[src/rtl/hex_line_tx_pkg.sv]
// Shared constants and state encoding for the hex line printer.
// Kept separate so other debug printers can reuse the ASCII values.
package hex_line_tx_pkg;

   localparam logic [7:0] CR      = 8'h0D;
   localparam logic [7:0] LF      = 8'h0A;
   localparam logic [7:0] ASCII_0 = 8'h30;
   localparam logic [7:0] ASCII_A = 8'h41;

   typedef enum logic [1:0] {
      IDLE,
      DIGIT,
      SEND_CR,
      SEND_LF
   } state_t;

endpackage

[src/rtl/hex_nibble_ascii.sv]
// Combinational 4-bit value to uppercase ASCII hex digit.
// Reusable by any printer that needs a single hex character.
module hex_nibble_ascii
   import hex_line_tx_pkg::*;
(
   input  logic [3:0] i_nibble,
   output logic [7:0] o_ascii
);

   // 0-9 map onto '0'.., 10-15 map onto 'A'..
   always_comb begin
      if (i_nibble < 4'd10) begin
         o_ascii = ASCII_0 + {4'b0000, i_nibble};
      end else begin
         o_ascii = ASCII_A + {4'b0000, i_nibble - 4'd10};
      end
   end

endmodule

[src/rtl/hex_line_tx.sv]
// Prints one WIDTH-bit word as uppercase hex, MSB first,
// optionally followed by CR LF, into a uart_tx byte port.
module hex_line_tx
   import hex_line_tx_pkg::*;
#(
   parameter int WIDTH   = 32,
   parameter int NEWLINE = 1
) (
   input  logic             clk,
   input  logic             reset,
   input  logic [WIDTH-1:0] data_in,
   input  logic             data_in_strobe,
   output logic             data_in_ready,
   output logic             dropped,
   output logic [7:0]       uart_data,
   output logic             uart_data_strobe,
   input  logic             uart_ready
);

   localparam int NDIG = WIDTH / 4;
   localparam int IW   = (NDIG > 1) ? $clog2(NDIG) : 1;
   localparam logic [IW-1:0] LAST = IW'(NDIG - 1);

   state_t           r_state;
   logic [WIDTH-1:0] r_word;
   logic [IW-1:0]    r_idx;
   logic [7:0]       r_data;
   logic             r_stb;
   logic             r_drop;

   state_t           w_state_nx;
   logic [WIDTH-1:0] w_word_nx;
   logic [IW-1:0]    w_idx_nx;
   logic [7:0]       w_data_nx;
   logic             w_stb_nx;
   logic             w_drop_nx;
   logic             w_issue;
   logic [3:0]       w_nibble;
   logic [7:0]       w_ascii;

   assign w_nibble = r_word[{r_idx, 2'b00} +: 4];

   hex_nibble_ascii u_nib (
      .i_nibble (w_nibble),
      .o_ascii  (w_ascii)
   );

   // The strobe guard hides uart_tx's one-cycle lag in dropping ready.
   assign w_issue = uart_ready && !r_stb;

   assign data_in_ready    = (r_state == IDLE);
   assign dropped          = r_drop;
   assign uart_data        = r_data;
   assign uart_data_strobe = r_stb;

   // State, word, digit index and output byte registers.
   always_ff @(posedge clk or negedge reset) begin
      if (!reset) begin
         r_state <= IDLE;
         r_word  <= '0;
         r_idx   <= '0;
         r_data  <= 8'h00;
         r_stb   <= 1'b0;
         r_drop  <= 1'b0;
      end else begin
         r_state <= w_state_nx;
         r_word  <= w_word_nx;
         r_idx   <= w_idx_nx;
         r_data  <= w_data_nx;
         r_stb   <= w_stb_nx;
         r_drop  <= w_drop_nx;
      end
   end

   // Next-state: accept in IDLE, otherwise issue one byte per free slot.
   always_comb begin
      w_state_nx = r_state;
      w_word_nx  = r_word;
      w_idx_nx   = r_idx;
      w_data_nx  = r_data;
      w_stb_nx   = 1'b0;
      w_drop_nx  = data_in_strobe && (r_state != IDLE);
      unique case (r_state)
         IDLE: begin
            if (data_in_strobe) begin
               w_word_nx  = data_in;
               w_idx_nx   = LAST;
               w_state_nx = DIGIT;
            end
         end
         DIGIT: begin
            if (w_issue) begin
               w_data_nx = w_ascii;
               w_stb_nx  = 1'b1;
               if (r_idx == '0) begin
                  w_state_nx = (NEWLINE != 0) ? SEND_CR : IDLE;
               end else begin
                  w_idx_nx = r_idx - IW'(1);
               end
            end
         end
         SEND_CR: begin
            if (w_issue) begin
               w_data_nx  = CR;
               w_stb_nx   = 1'b1;
               w_state_nx = SEND_LF;
            end
         end
         SEND_LF: begin
            if (w_issue) begin
               w_data_nx  = LF;
               w_stb_nx   = 1'b1;
               w_state_nx = IDLE;
            end
         end
         default: begin
            w_state_nx = IDLE;
         end
      endcase
   end

endmodule
[config.mk]
export PLATFORM = sky130hd
export DESIGN_NAME = hex_line_tx
export DESIGN_NICKNAME = d
export VERILOG_FILES = /design/src/rtl/hex_line_tx_pkg.sv /design/src/rtl/hex_nibble_ascii.sv /design/src/rtl/hex_line_tx.sv
export SDC_FILE = /design/constraint.sdc
export NUM_CORES = 1
export LEC_CHECK = 0
export ABC_AREA = 1
export CAP_MARGIN = 20
export CELL_PAD_IN_SITES_DETAIL_PLACEMENT = 1
export CELL_PAD_IN_SITES_GLOBAL_PLACEMENT = 1
export CORE_ASPECT_RATIO = 2
export CORE_MARGIN = 2
export CORE_UTILIZATION = 40
export CTS_CLUSTER_SIZE = 25
export DETAILED_ROUTE_END_ITERATION = 10
export GPL_TIMING_DRIVEN = 0
export PLACE_DENSITY = 0.9
export SLEW_MARGIN = 25
export SYNTH_ARGS = -nofsm -noshare
export SYNTH_HDL_FRONTEND = slang
export SYNTH_SLANG_ARGS = --single-unit
[constraint.sdc]
create_clock -name clk -period 3.35 [get_ports clk]
set_input_delay 0.67 -clock clk [delete_from_list [all_inputs] [get_ports clk]]
set_output_delay 0.67 -clock clk [all_outputs]
set_load 0.02 [all_outputs]
==> metrics list, run 1 <==
* Routed wire length per instance: 14.7 um
- At the pin with the least slew margin, the transition time is 0.525 ns.
- Count of buffer and inverter cells on the critical path: 2
* Diode count: 0
* Clock buffers created by TritonCTS: 5
- Primary flip-flop cell chosen by synthesis mapping: dfrtp_1
* Max Fanout on Critical Path: 7
- A synthesized cell averages 7.73 sq um.
* Unique cell type count in the Yosys netlist: 26
- Compared with the post-synthesis result, the final layout area differs by 28.6%.
* Leakage component of the power: 1.53 nW
- Mapped Cells: 305
- GRT busiest layer: met2
- Of the post-synthesis cell area, the part taken by muxes is 0%.
- The first global-routing pass estimated 10800 um of wire.
- Remaining Overflow, GRT: 0
* CP cell instances: inv_1 > ha_1 > clkdlybuf4s50_1
* Minimum period implied by the final worst setup slack: 2.53 ns
- Post-synthesis share of cell area spent on xor and xnor gates: 0.743%
* Number of enable-type register cells in the synthesized netlist: 0
- Post-synthesis share of cell area spent on full adders, half adders and majority gates: 4.24%
- TritonCTS built the clock tree.
- Fraction of the yosys area taken by sequential cells: 48.8%
* Synthesis-stage register bit count: 46
- The number of antenna violations at the first check in global routing was 0.
- Layout cells sized above 1: 8.66%
* Setup repair bufs after CTS: 0
- Clock tree synthesis selected as its root buffer the cell clkbuf_16.
- The longest clock path from root to sink contains 2 buffers.
- Clock input transition at the sequential cells of the worst setup and hold paths: 0.06 ns
* Number of vias per cell after detailed routing: 5.06
* Final setup vio count: 0
- Family with the most delay on the worst path: buffers and inverters
- Once the clock tree was built, the resizer swapped 0 gates to a different size.
* DP Worst Slack: 0.842 ns
- Fraction of met2 tracks used by global routing: 40.1%
- After Yosys synthesis, and, or, nand and nor cells account for 28.8% of the synthesized area.
- Met3 Track Usage GR: 3.57%
* Worst Path Arrival: 1.86 ns
* DRC errors left: 0
- For this run, asynchronously set or reset flops after synthesis account for 100%.
* Area share of the largest cell type after synthesis: 48.8%
- Area occupied by multi-input gates: 0.00101 sq mm
- The H-tree was split into 2 levels.
* Overall via count from detail_route: 2119
- For this configuration, the core starts out at a cell density of 41.3%.
- Maximum number of pins on one net before global-route repair: 28
- Power density relative to cell area: 1030 mW/mm^2
- The critical path is of the reg2out type.
* Crit path largest cell delay: 0.66 ns
* Chip height: 113 um
* Hold buffers post-CTS: 0
- Startpoint Class: flip-flop
* Standard cell core area: 0.00571 sq mm
* Status: finished, final reports clean
* Fillers: 717
- 47 I/O pins were placed.
- VDD sags by at most 0.722 mV.
- Final HPWL DP: 4850 um
- The via count of the first global-routing pass is 2376.
- The min-delay analysis places its worst path in the category in2async.
* Cell Area, Placed: 0.00290 sq mm
- By count the netlist is led by nand2_1 (103), dfrtp_1 (46), inv_1 (28), nor2_1 (28), o21ai_0 (22).
* Placer Congestion: 0.803
- Overall die width: 58.3 um
- The slowest stage of the critical path is the clkdlybuf4s50_1 cell.
- Once routing completed, OpenROAD measured the worst setup slack at 0.821 ns.
* Cell area after synthesis: 0.00236 sq mm
- Net count of the finished layout: 402
* Net count after synthesis: 349
- nand2_1 is the most common cell in the netlist.
- RSZ-0062 raised after global routing: false
- After synthesis, the cell types taking the most area are dfrtp_1 (49%), nand2_1 (16%), o21ai_0 (4.7%).
- The final count of pins violating max slew was 0.
- Clock insertion delay at the later pin of the skew report: 0.29 ns
* ANT nets after route: 0
- For met1 alone, demand over resource in global routing was 21.2%.
- Yosys printed 0 warnings.
- Violation count after the first detailed-routing iteration: 25
* Setup Total Neg Slack: 0 ns
- The routed design has 6170 um of wire.
* Post-synth top area cell: dfrtp_1
- Count of input and output buffers: 45
- Across the whole layout, storage elements account for 0.00115 sq mm.
- After synthesis, the largest family of logic cells by area is simple AND/OR/NAND/NOR gates.
- Synth Area in Compound Gates: 8.97%
* First drt pass iteration count: 4
- For this design, the sink count on the clock tree is 46.
- Across every metal layer, demand over resource in global routing totals 21.5%.
- The worst setup path is captured at an output port.
- Clock skew: 0.00154 ns
- Row count: 39
- Share of the clock period used by the worst path after layout: 75.5%
- Max-cap violations in this run came to 0.
- Highest clock rate: 0.395 GHz
* Final Hold Vio Count: 0
* Final instance area: 0.00303 sq mm
* Die outline area: 0.00656 sq mm
- Post-layout power: 3.13 mW
- Required @ worst endpoint: 2.68 ns
- Tightest slew margin relative to the limit: 64.8%
per-stage QoR:
stage / hold slack, ns / utilization, % / std cells
finish: 0.330 / 53.1 / 419
global route: 0.365 / 53.1 / 419
CTS: 0.346 / 53.1 / 419
detailed placement: 0.471 / 50.8 / 412
global placement: 0.440 / 50.5 / 411
floorplan: 0.374 / - / 305
power breakdown:
group	internal [mW]	switching (mW)	total, mW
clock	0.273	0.204	0.477
sequential	0.826	0.137	0.963
combinational	0.643	1.05	1.69
total	1.74	1.39	3.13
cells in the final DEF, fill, tap and decap left out:
cell type | Yosys | routed
clkbuf_16 | 0 | 5
xnor2_1 | 1 | 1
a21oi_2 | 1 | 1
o21a_1 | 1 | 1
or2_2 | 3 | 3
nand2_1 | 103 | 103
xor2_1 | 1 | 1
a21boi_1 | 1 | 1
nand2_2 | 3 | 3
o211ai_1 | 1 | 1
a21oi_1 | 5 | 5
conb_1 | 1 | 1
buf_4 | 4 | 4
ha_1 | 8 | 8
o21ai_1 | 9 | 9
buf_12 | 0 | 1
nand2_4 | 3 | 3
buf_2 | 3 | 4
nor3_1 | 4 | 4
clkbuf_1 | 3 | 5
nor2_1 | 28 | 28
nand4_1 | 1 | 1
clkdlybuf4s50_1 | 0 | 44
inv_1 | 28 | 28
buf_6 | 1 | 1
nand3_1 | 18 | 18
o21ai_0 | 22 | 22
inv_2 | 6 | 6
dfrtp_1 | 46 | 46
sequential cells by signal (all words and copies together), names as in the netlist:
name              cells
r_word               32
uart_data             7
r_idx                 3
r_state               2
dropped               1
uart_data_strobe      1
final cells by class:
cell class | instances | share of cell area [%]
sequential | 46 | 38.0
inverter | 34 | 4.21
clock buffer | 7 | 4.37
timing repair buffer | 46 | 15.3
buffer | 11 | 2.23
multi-input combinational | 214 | 33.4
tap | 61 | 2.52
final timing paths:
check	slack (ns)	cells after the start	to	from
worst max-delay path	0.82	3	data_in_ready	r_state[1]
worst min-delay path	0.33	1	r_word[25]	reset
worst max register to register	1.31	11	uart_data[1]	r_state[1]
worst min register to register	0.47	1	uart_data_strobe	uart_data_strobe
max in group asynchronous	2.51	2	uart_data[5]	reset
min in group clk	0.47	1	uart_data_strobe	uart_data_strobe
cells by family (layout without fill, tap and decap cells):
kind of cell	after synthesis	count (layout)
AND/OR/NAND/NOR	163	163
flip-flops	46	46
buffers and inverters	45	98
AO/OA/AOI/OAI	40	40
adder cells (fa/ha/maj)	8	8
XOR/XNOR	2	2
other	1	1
per-layer routing:
layer  share of wire, %  up-vias
li1                   -     1047
met1                 36     1025
met2                 58       36
met3                2.5       11
met4                3.2        0
met5                  0        -
(Power assumes the default switching activity.)
==> inputs of run 2 (changes only) <==
Settings changed: CORE_UTILIZATION 40 to 37, PLACE_DENSITY 0.9 to 0.85.
Clock period 3.35 ns to 2.55 ns, I/O delays scaled along.
==> run 2 against run 1 <==
Effect of this change:
- wire length shrank 3.0%
- clock-buffer cell count did not move
- sequential share of layout area decreased by 0.57 points
- flip-flop and latch count unchanged
- core utilization fell by 3.9 points
- design area up 1.5%
- total power rose by 31%
- sequential power grew 31%
- hold slack worse by 0.15 ns
- critical endpoint unchanged
- largest power group unchanged
- highest routed layer unchanged
==> metrics list, run 2 (synthesis results as in run 1) <==
- Status: finished, final reports clean
- The number of flip-flops under the largest register name was 32 (unchanged).
* Tightest slew margin relative to the limit: 66.1% (+1.4 points)
- Critical Path Slowest Stage Cell: clkdlybuf4s50_1
* Routed wire length per instance: 13.4 um (-8.7%)
- The first-iteration detailed-routing DRC count came to 60 (+140%).
* Most common library cell in the layout ignoring fill and taps: nand2_1
- The worst setup timing slack at the placement stage came to 0.230 ns (-0.612 ns).
* Met3 Track Usage GR: 3.41% (-0.16 points)
- The max-cap check violation count is 0 (unchanged).
* Layout overhead on the synthesized area: 30.6%
* Worst Path Arrival: 1.85 ns (about the same)
- The final count of pins violating max slew was 0 (unchanged).
* Worst-case register-to-register setup slack: 0.47 ns (-0.84 ns)
- # clock sinks: 46 (unchanged)
- The first-pass GRT wire length came to 10600 um (-1.6%).
* RSZ-0062 raised after global routing: false
* Count of input and output buffers: 45 (unchanged)
- Placer Congestion: 0.854 (+6.3%)
- The cell count of the worst reg-to-reg path was 8 (-3).
- STA classifies the critical path startpoint as a flip-flop.
- The total CTS buffers came to 5 (unchanged).
- The number of cell rows came to 41 (+5.1%).
- The number of cells upsized or downsized after cts was 0 (unchanged).
* Clock input transition at the sequential cells of the worst setup and hold paths: 0.06 ns (about the same)
- The final hold slack was 0.180 ns (-0.150 ns).
- Initial Utilization: 37.7% (-3.6 points)
- Setup repair bufs after CTS: 0 (unchanged)
* Clock skew: 0.00426 ns (+0.00271 ns)
- The deepest clock path buffer count was 2 (unchanged).
- In this run the clock root is driven by a clkbuf_16.
* Type of the worst setup path: reg2out
- Reg-to-reg critical path startpoint: r_state[1]
- The global routing stage identified its most utilized layer as met2.
- The total congestion overflow came to 0 (unchanged).
- First drt pass iteration count: 4 (unchanged)
* Die outline area: 0.00707 sq mm (+7.7%)
- The final-report setup violation count came to 0 (unchanged).
- The library cells used most frequently in the layout, excluding fill and tap cells, are nand2_1 (103), dfrtp_1 (46), clkdlybuf4s50_1 (44).
* Number of vias per cell after detailed routing: 4.70 (-7.0%)
- For this run, the top clock speed supported by timing is 0.423 GHz.
* Maximum number of pins on one net before global-route repair: 28 (unchanged)
- DRC errors left: 0 (unchanged)
* Minimum period implied by the final worst setup slack: 2.36 ns
* Leakage component of the power: 1.54 nW (+0.65%)
* Critical Path End Type: output port
* Worst vdd ir: 0.622 mV (-14%)
- The routing usage on met1 was 21.7% (+0.50 points).
- The remaining number of nets flagged by the antenna check after routing came to 0 (unchanged).
- H-tree level count: 2 (unchanged)
- The total detailed-routing wirelength was 5980 um (-3.0%).
* Ports: 47 (unchanged)
* Max Fanout on Critical Path: 7 (unchanged)
- The layout cell share with drive strength beyond 1 came to 9.19% (+0.53 points).
- Standard cell core area: 0.00626 sq mm (+9.6%)
- Hold buffers post-CTS: 0 (unchanged)
- Final HPWL DP: 4740 um (-2.2%)
- The overall fraction of global-route tracks in use was 20.0% (-1.5 points).
- The endpoint identified for the worst register-to-register timing path is r_word[28].
* Most flops, register: r_word
- The required time of the worst setup path came to 2.04 ns (-0.64 ns).
- Via count of the first global-routing pass: 2320 (-2.4%)
* Diode count: 0 (unchanged)
* Share of the clock period used by the worst path after layout: 92.7%
- Worst Max-Slew Pin Slew: 0.504 ns (-0.0204 ns)
- The met2 usage in global routing is 36.7% (-3.5 points).
- The latest clock arrival within the worst-skew pair is 0.29 ns (about the same).
* Cell Area, Placed: 0.00293 sq mm (+1.1%)
- Initial antenna violation count: 0 (unchanged)
- Chip height: 117 um (+3.8%)
* TritonCTS clock tree: done
- The final setup slack of the worst path is 0.185 ns (-0.636 ns).
- The critical path goes through inv_1 > ha_1 > clkdlybuf4s50_1.
* Min-delay worst type: in2async
* Share of the core filled with cells: 49.2% (-3.9 points)
- Overall via count from detail_route: 2092 (-1.3%)
- The die outline width came to 60.5 um (+3.7%).
- Final instance area: 0.00308 sq mm (+1.5%)
- Net count of the finished layout: 402 (unchanged)
* Power density relative to cell area: 1330 mW/mm^2 (+29%)
* Final Hold Vio Count: 0 (unchanged)
* Crit path largest cell delay: 0.65 ns (about the same)
-- run 2: final cells by class --
| type | count | area [sq um] |
|---|---|---|
| flip-flops and latches | 46 | 1150 |
| multi-input cells | 214 | 1010 |
| plain buffers | 11 | 67.6 |
| inverters | 34 | 128 |
| fillers | 787 | 3180 |
| repair buffers | 46 | 465 |
| clock inverters | 1 | 5.00 |
| clock buffers | 7 | 143 |
| well taps | 86 | 108 |
-- run 2: how the worst max path moves through the flow --
| stage | cells past startpoint | slack, ns | startpoint | endpoint |
|---|---|---|---|---|
| global route | 3 | 0.08 | r_state[1] | data_in_ready |
| floorplan | 7 | 0.79 | r_state[1] | r_word[25] |
| CTS | 3 | 0.18 | r_state[1] | data_in_ready |
| finish | 3 | 0.19 | r_state[1] | data_in_ready |
| detailed placement | 11 | 0.23 | uart_ready | uart_data[1] |
| global placement | 1 | -0.25 | reset | uart_data[4] |
-- run 2: routing by layer --
| metal | vias up | wire (um) |
|---|---|---|
| met3 | 10 | 133 |
| met2 | 34 | 3400 |
| li1 | 1047 | - |
| met1 | 1001 | 2260 |
| met5 | - | 0 |
| met4 | 0 | 185 |
-- run 2: stage by stage --
step	power [mW]	cells	TNS (ns)
after floorplan	2.80	305	0
after global placement	3.36	436	-11.32
after detailed placement	3.46	437	0
after CTS	4.15	445	0
after global routing	4.51	445	0
final	4.11	445	0
-- run 2: report_power, final --
part / total [mW] / internal, mW / switching [mW]
clock network: 0.649 / 0.388 / 0.260
registers: 1.26 / 1.09 / 0.177
logic: 2.20 / 0.842 / 1.35
-- run 2: worst max-delay path, delay by kind of cell (launching register included) --
family	cells	cell delay, ns
buf+inv	2	0.83
flops	1	0.42
fa+ha+maj	1	0.32
==> inputs of run 3 (changes only) <==
Settings changed: CORE_UTILIZATION 37 to 30, PLACE_DENSITY 0.85 to 0.72.
==> run 3 against run 2 <==
Effect of this change:
- combinational power is essentially flat
- worst setup slack gained 0.036 ns
- clock power grew 2%
- sequential power is essentially flat
- flip-flop and latch count is the same
- fmax grew 1.5%
- non-clock buffer count grew 1
- clock skew grew 0.0016 ns
- sequential share of layout area shrank 0.45 points
- hold slack lost 0.023 ns
- first-iteration DRC count shrank 3.3%
- clock-buffer cell count is the same
- largest cell class unchanged
==> metrics list, run 3 (synthesis results as in run 1) <==
- Maximum number of pins on one net before global-route repair: 28 (unchanged)
- Required @ worst endpoint: 2.04 ns (about the same)
- Die outline area: 0.00863 sq mm (+22%)
- Clock input transition at the sequential cells of the worst setup and hold paths: 0.06 ns (about the same)
- The max-cap check violation count is 0 (unchanged).
* Worst hold slack across all endpoints: 0.157 ns (-0.0234 ns)
* Most flops, register: r_word
* Met1 layer usage reported by global route: 16.2% (-5.5 points)
- The number of cells upsized or downsized after cts came to 0 (unchanged).
- The worst setup path is of the reg2out kind.
* Via count of the first global-routing pass: 2241 (-3.4%)
* First drt pass iteration count: 4 (unchanged)
- Final slew viol count: 0 (unchanged)
* Placer Congestion: 0.804 (-5.8%)
* Worst Path Arrival: 1.82 ns (-0.03 ns)
- Final HPWL DP: 4810 um (+1.5%)
- STA classifies the critical path startpoint as a flip-flop.
- The largest clock skew in the final design came to 0.00588 ns (+0.00163 ns).
- The H-tree depth reported by CTS is 2 (unchanged).
- The library cell used most frequently in the layout, excluding fill and tap cells, is nand2_1.
- STA classifies the critical path endpoint as an output port.
- The total inserted antenna cells was 0 (unchanged).
- The mean routed wirelength per cell was 13.4 um (about the same).
- Clock Tree Root: clkbuf_16
- Worst vdd ir: 0.491 mV (-21%)
* Hold buffers post-CTS: 0 (unchanged)
* Final instance area: 0.00312 sq mm (+1.2%)
- Number of vias per cell after detailed routing: 4.57 (-2.8%)
- The relative max-transition margin was 63.6% (-2.5 points).
- The final-report setup violation count was 0 (unchanged).
- Relative to the synthesized area, the layout overhead comes to 32.1%.
* ANT nets after route: 0 (unchanged)
- The total count of hold-check failures in the final report came to 0 (unchanged).
- Min-delay worst type: in2async
* Overall die width: 66.7 um (+10%)
* Layout cells sized above 1: 9.44% (+0.25 points)
- The most critical setup path has its startpoint at r_state[1].
* GRT Resource Usage Total: 16.0% (-4.0 points)
- Overall via count from detail_route: 2075 (-0.81%)
- The number of antenna violations at the first check in global routing was 0 (unchanged).
- TritonCTS built the clock tree.
* Clock insertion delay at the later pin of the skew report: 0.29 ns (about the same)
* Commonest non-fill, non-tap cells in the layout: nand2_1 (103), dfrtp_1 (46), clkdlybuf4s50_1 (44)
* Clock buffers created by TritonCTS: 5 (unchanged)
- Worst-case register-to-register setup slack: 0.56 ns (+0.09 ns)
* Max FFs per register: 32 (unchanged)
- Clock Path Buffers: 2 (unchanged)
* Remaining Overflow, GRT: 0 (unchanged)
- The longest individual stage delay on the worst path came to 0.65 ns (about the same).
* Reg-to-reg critical path startpoint: r_state[1]
- DRC errors left: 0 (unchanged)
* Net count of the finished layout: 403 (+0.25%)
- Total routed wirelength: 6100 um (+2.1%)
- The met3 track utilization from global routing was 2.34% (-1.1 points).
* First-pass GRT wire length: 10300 um (-2.7%)
* Depth of the worst register-to-register path: 8 (unchanged)
- The post-layout total power came to 4.12 mW (+0.21%).
- The flow ran to the end, and the final reports show no timing, DRC or antenna violations.
- Chip height: 129 um (+11%)
* Cell count after placement: 446 (+2.1%)
* Power density relative to cell area: 1320 mW/mm^2 (-1.0%)
- Fraction of met2 tracks used by global routing: 30.9% (-5.8 points)
- Max Fanout on Critical Path: 7 (unchanged)
- The static leakage was 1.55 nW (+0.82%).
* Critical Path Slowest Stage Cell: clkdlybuf4s50_1
* GRT busiest layer: met2
- The count of buffers from port buffering came to 45 (unchanged).
- Endpoint of the most critical register-to-register path: r_word[11]
- Cell Area, Placed: 0.00297 sq mm (+1.3%)
- Traced cell by cell, the critical path runs through inv_1 > ha_1 > clkdlybuf4s50_1.
- Worst Max-Slew Pin Slew: 0.542 ns (+0.0373 ns)
- Share of the clock period used by the worst path after layout: 91.3% (-1.4 points)
- The end-of-flow core utilization was 41.0% (-8.2 points).
- Ports: 47 (unchanged)
- Final standard cell count with taps included and fillers excluded: 454 (+2.0%)
* # clock sinks: 46 (unchanged)
- Setup repair bufs after CTS: 0 (unchanged)
- Minimum period implied by the final worst setup slack: 2.33 ns (-0.0360 ns)
- The first-iteration detailed-routing DRC count is 58 (-3.3%).
- Row count: 45 (+9.8%)
- The area inside the core boundary is 0.00760 sq mm (+21%).
* Initial Utilization: 31.0% (-6.7 points)
- Highest clock rate: 0.429 GHz (+1.5%)
- RSZ-0062 raised after global routing: false
## run 3: cell count changes in the layout (fill, tap and decap cells not counted)
cell / before / now
buf_16: 0 / 1
## run 3: cell type report
class,instances,area [sq um]
inverter,34,128
clock buffer,7,143
clock inverter,1,5.00
sequential,46,1150
buffer,11,67.6
tap,94,118
fill,944,4480
multi-input combinational,214,1010
timing repair buffer,47,493
## run 3: metrics by stage
stage,setup WS [ns],TNS [ns]
2_1_floorplan,0.792,0
3_3_place_gp,-0.319,-14.49
3_5_place_dp,0.204,0
4_1_cts,0.182,0
5_1_grt,0.0952,0
6_report,0.221,0
## run 3: worst max-delay path: cells and delay by family (launching register included)
family	cells	cell delay, ns
buffers and inverters	2	0.82
flip-flops	1	0.41
adder cells (fa/ha/maj)	1	0.30
## run 3: worst max-delay path by stage
stage / end / slack [ns]
2_1_floorplan: r_word[25] / 0.79
3_3_place_gp: uart_data[4] / -0.32
3_5_place_dp: uart_data[1] / 0.20
4_1_cts: data_in_ready / 0.18
5_1_grt: data_in_ready / 0.1
6_report: data_in_ready / 0.22
## run 3: metal layers
layer  up-vias  share of wire [%]
li1       1052                  -
met1       983                 37
met2        32                 58
met3         8                2.4
met4         0                2.4
met5         -                  0
## run 3: power breakdown
part / leakage [nW] / switching, mW / internal [mW] / total (mW)
clock: 0.0739 / 0.270 / 0.389 / 0.659
sequential: 0.561 / 0.174 / 1.08 / 1.26
combinational: 0.916 / 1.35 / 0.848 / 2.20
